--- src/rtl/c3lib_vecsync_qual.sv ---
// Qualifies a synchronized vector: a new value is forwarded only after it has been
// sampled unchanged STABLE_CYCLES times; each accepted change strobes and updates masks/count.
module c3lib_vecsync_qual #(
  parameter int DWIDTH        = 8,
  parameter int RESET_VAL     = 0,
  parameter int STABLE_CYCLES = 4,
  parameter int CNT_WIDTH     = 8
) (
  input  logic                 clk,
  input  logic                 rst_n,
  input  logic [DWIDTH-1:0]    data_in,
  input  logic                 cnt_clr,
  output logic [DWIDTH-1:0]    data_out,
  output logic                 upd_pulse,
  output logic [DWIDTH-1:0]    rise_mask,
  output logic [DWIDTH-1:0]    fall_mask,
  output logic [CNT_WIDTH-1:0] chg_cnt,
  output logic                 busy
);

  localparam int SCW = (STABLE_CYCLES < 2) ? 1 : $clog2(STABLE_CYCLES + 1);
  localparam logic [SCW-1:0]    STAB_ONE  = SCW'(1);
  localparam logic [SCW-1:0]    STAB_LAST = SCW'(STABLE_CYCLES - 1);
  localparam logic [DWIDTH-1:0] RST_VEC   = (RESET_VAL == 0) ? {DWIDTH{1'b0}} : {DWIDTH{1'b1}};

  typedef enum logic {IDLE, QUAL} state_t;

  state_t                state_q, state_d;
  logic [DWIDTH-1:0]     cand_q, cand_d;
  logic [SCW-1:0]        stab_cnt_q, stab_cnt_d;
  logic [DWIDTH-1:0]     data_out_q, data_out_d;
  logic                  upd_pulse_q, upd_pulse_d;
  logic [DWIDTH-1:0]     rise_mask_q, rise_mask_d;
  logic [DWIDTH-1:0]     fall_mask_q, fall_mask_d;
  logic [CNT_WIDTH-1:0]  chg_cnt_q, chg_cnt_d;
  logic                  commit;
  logic [DWIDTH-1:0]     commit_val;

  always_comb begin
    state_d    = state_q;
    cand_d     = cand_q;
    stab_cnt_d = stab_cnt_q;
    commit     = 1'b0;
    commit_val = data_in;
    case (state_q)
      IDLE: begin
        if (data_in != data_out_q) begin
          if (STABLE_CYCLES == 1) begin
            commit = 1'b1;
          end else begin
            cand_d     = data_in;
            stab_cnt_d = STAB_ONE;
            state_d    = QUAL;
          end
        end
      end
      QUAL: begin
        if (data_in == cand_q) begin
          if (stab_cnt_q == STAB_LAST) begin
            commit     = 1'b1;
            commit_val = cand_q;
            state_d    = IDLE;
          end else begin
            stab_cnt_d = stab_cnt_q + STAB_ONE;
          end
        end else if (data_in == data_out_q) begin
          // transient code collapsed back to the held value: drop it silently
          state_d = IDLE;
        end else begin
          cand_d     = data_in;
          stab_cnt_d = STAB_ONE;
        end
      end
      default: state_d = IDLE;
    endcase
  end

  always_comb begin
    data_out_d  = data_out_q;
    upd_pulse_d = commit;
    rise_mask_d = rise_mask_q;
    fall_mask_d = fall_mask_q;
    chg_cnt_d   = chg_cnt_q;
    if (commit) begin
      data_out_d  = commit_val;
      rise_mask_d = commit_val & ~data_out_q;
      fall_mask_d = ~commit_val & data_out_q;
      if (chg_cnt_q != {CNT_WIDTH{1'b1}}) chg_cnt_d = chg_cnt_q + CNT_WIDTH'(1);
    end
    // a clear that lands on a commit still counts that commit
    if (cnt_clr) chg_cnt_d = commit ? CNT_WIDTH'(1) : '0;
  end

  always_ff @(posedge clk or negedge rst_n) begin
    if (!rst_n) begin
      state_q     <= IDLE;
      cand_q      <= RST_VEC;
      stab_cnt_q  <= '0;
      data_out_q  <= RST_VEC;
      upd_pulse_q <= 1'b0;
      rise_mask_q <= '0;
      fall_mask_q <= '0;
      chg_cnt_q   <= '0;
    end else begin
      state_q     <= state_d;
      cand_q      <= cand_d;
      stab_cnt_q  <= stab_cnt_d;
      data_out_q  <= data_out_d;
      upd_pulse_q <= upd_pulse_d;
      rise_mask_q <= rise_mask_d;
      fall_mask_q <= fall_mask_d;
      chg_cnt_q   <= chg_cnt_d;
    end
  end

  assign data_out  = data_out_q;
  assign upd_pulse = upd_pulse_q;
  assign rise_mask = rise_mask_q;
  assign fall_mask = fall_mask_q;
  assign chg_cnt   = chg_cnt_q;
  assign busy      = (state_q == QUAL);

endmodule

--- config.mk ---
export PLATFORM = sky130hd
export DESIGN_NAME = c3lib_vecsync_qual
export DESIGN_NICKNAME = d
export VERILOG_FILES = /design/src/rtl/c3lib_vecsync_qual.sv
export SDC_FILE = /design/constraint.sdc
export NUM_CORES = 1
export LEC_CHECK = 0
export CAP_MARGIN = 20
export CORE_MARGIN = 2
export CORE_UTILIZATION = 54
export CTS_CLUSTER_DIAMETER = 50
export DETAILED_ROUTE_END_ITERATION = 8
export PLACE_DENSITY = 0.8
export SYNTH_ARGS = -nofsm -noshare
export SYNTH_HDL_FRONTEND = slang
export SYNTH_SLANG_ARGS = --single-unit
export TNS_END_PERCENT = 10
--- constraint.sdc ---
create_clock -name clk -period 3.05 [get_ports clk]
set_input_delay 0.61 -clock clk [delete_from_list [all_inputs] [get_ports clk]]
set_output_delay 0.61 -clock clk [all_outputs]
set_load 0.02 [all_outputs]
==> summary.txt <==
Clock tree
  – Postcts setup bufs: 0
  – Num CTS Buffers: 5
  – Clock Latency Late Sink: 0.30 ns
  – CTS Buffer Depth: 2
  – H-tree Lvls: 2
  – Clock Pin Slew Worst Setup and Hold Paths: 0.09 ns
  – CTS tree: done
  – Post-CTS Hold Fix Bufs: 0
  – Cts repair resizes: 0
  – CTS root buf: clkbuf_8
  – Clk sinks: 45

Power and ir drop
  – PwrDens: between 400 and 500 nW/um^2
  – Worst vdd ir: ~320 uV
  – Leak pwr: 1.29 nW
  – Total power draw: roughly 1.2 mW

Synthesis
  – Synth top area share: 52.8%
  – Number of flops mapped to enable cells by yosys: 0
  – Area contributors post-synth: dfrtp_1 53%, nand2_1 10%, nand3b_1 5.6%, mux2_2 4.2%, xor2_1 3.3%
  – Synth unique cells: 35
  – XOR/XNOR Fraction of Synth Area: 7.56%
  – Sequential-to-total area share from yosys stat: around 53%
  – Fraction of registers with async set/reset: 100%
  – Yosys top cell by area: dfrtp_1
  – Largest family of logic cells by synthesized area: simple AND/OR/NAND/NOR gates
  – Top-count cell post-synth: nand2_1
  – Syn_area_per_cell: 10.2 sq um
  – Post-synth top cells: 59 x nand2_1, 45 x dfrtp_1, 16 x nand3b_1, 8 x mux2_2, 8 x xor2_1
  – Mapped Cells: 210
  – Synth Area in Compound Gates: 5.57%
  – Mux cell area share after synthesis: 5.16%
  – Adder-Cell Fraction of Synth Area: 1.76%
  – Synthesized flop and latch total: 45
  – Yosys Warn Count: 0
  – Mapped Nets: 224
  – Post-Synth Simple-Gate Area: 25.0%
  – Top FF cell, synth: dfrtp_1
  – Synthesized area: 2130 sq um

Timing
  – Final hold vios: 0
  – Clock skew: 0.0115 ns
  – Slew Viols, Final: 0
  – Max-slew headroom: 68.0%
  – Min Hold Slack: around 0.25 ns
  – Tcrit/Tclk final: 85.4%
  – Worst setup slack after layout: ~0.44 ns
  – Slew @ Worst Pin: ~0.48 ns
  – Final setup fails: 0
  – Total negative setup slack: 0 ns
  – RSZ-0062 raised after global routing: no
  – Fmax achieved: 384 MHz
  – Minimum clock period: 2.61 ns

Setup path
  – Crit path max-delay cell type: or4_1
  – Largest stage delay on the critical path: 0.68 ns
  – Startpoint Class: primary input
  – CP delay by family, top: simple AND/OR/NAND/NOR gates
  – Crit. End Element: flop
  – Most frequent CP cell: or4_1
  – Worst path required time: 3.28 ns
  – Setup CP Type: in2reg
  – Worst-path fanout max: 9
  – CP bufs+invs: 1
  – Crit-path cells: clkdlybuf4s50_1 -> xnor2_2 -> nand3_2 -> or4_1 -> or4_1 -> a21oi_1
  – Crit path DAT: 2.84 ns

Floorplanning
  – Die width: 66.9 um
  – Starting Density: 57.0%
  – Die footprint: 4470 sq um
  – Io pins: 45
  – Die H: around 67 um
  – Core area: between 3000 and 4000 sq um
  – FP Rows: 22

Global routing
  – All-Layer GR Usage: 23.2%
  – GRT overflow: 0
  – Number of antenna violations at the first check in global routing: 0
  – Largest net degree at the start of global routing: 46
  – Vias in the first global route: 1669
  – First-pass GRT wire length: 7710 um

Hold path
  – Hold Crit Class: in2async

Cells and area
  – N_diodes: 0
  – Layout cell share with drive strength beyond 1: 12.6%
  – Fin cells: 310
  – Final net count: around 280
  – # fillers: ~290
  – Final core occ: 75.5%
  – Final instance area: 2830 sq um
  – Area growth syn-to-layout: 32.4%

Drt
  – WL/cell: 14.6 um
  – 1st-iter DRT viols: 132
  – Wirelength, routed: 4530 um
  – Post-route ant nets: 0
  – DRT Pass-1 Iters: 4
  – Vias: 1693
  – DRC Markers: 0
  – Vias per cell: 5.46

Place
  – Routability cong.: 0.797
  – Dpl cell area: 2660 sq um
  – Place WS: 0.120 ns
  – Final HPWL DP: 3230 um
  – Placed Cells: 301
  – IO buf count: 44

Status
  – Run status: finished clean

Flow run
  – Max Cap Viol: 0
## layout make-up
type                    instances  area (sq um)  area share [%]
flip-flops and latches         45          1130            39.9
multi-input cells             153           971            34.4
repair buffers                 52           515            18.2
clock buffers                   5          68.8            2.44
clock inverters                 3          68.8            2.44
well taps                      48          60.1            2.13
inverters                       4          15.0           0.531
## power by group
group | switching (mW) | internal, mW | leakage, nW
clock | 0.206 | 0.330 | 0.0687
combinational | 0.0370 | 0.0384 | 0.621
sequential | 0.0100 | 0.602 | 0.600
## metal layers
metal | GRT usage [%] | part of all wire (%)
met1 | 30.7 | 47
met2 | 37.5 | 49
met3 | 4.22 | 3.1
met4 | 9.69 | 1.3
met5 | 0 | 0
## placed cells by master, fill, tap and decap left out, drive strengths merged
cell type and instances:
inv 5, a31oi 1, or3 1, nand4 1, a311o 1, a21oi 5, xnor2 7, nand2b 2
nor3 7, a21bo 1, o31ai 3, o21ai 4, bufinv 2, o2111ai 1, o21a 1, buf 9
nor4 4, nor2 4, mux2 8, nand3 6, xor2 8, a22o 1, and2 1, or4 4
clkdlybuf4s50 43, nand2 59, dfrtp 45, mux2i 2, clkbuf 5, ha 3, nand3b 16, nor4b 1
or2 1
## kinds of logic after synthesis
group                    count (synthesis)
flip-flops                              45
multiplexers                            10
AND/OR/NAND/NOR                        107
adder cells (fa/ha/maj)                  3
buffers and inverters                   12
XOR/XNOR                                15
AO/OA/AOI/OAI                           18
## path summary, 6_finish.rpt
kind | startpoint | endpoint | slack, ns | cells past startpoint
hold reg to reg | fall_mask[7] | fall_mask[7] | 0.48 | 2
hold / removal | rst_n | fall_mask[4] | 0.25 | 1
setup reg to reg | stab_cnt_q[0] | chg_cnt[5] | 0.77 | 6
min in group clk | fall_mask[7] | fall_mask[7] | 0.48 | 2
max in group asynchronous | rst_n | chg_cnt[7] | 2.30 | 2
setup / recovery | data_in[0] | chg_cnt[5] | 0.44 | 6
## registers in the layout, summed over array words and instances, names as in the netlist
name        count
cand_q          8
data_out        8
fall_mask       8
stab_cnt_q      3
upd_pulse       1
chg_cnt         8
busy            1
rise_mask       8
Power figures use the tool's default switching activity.
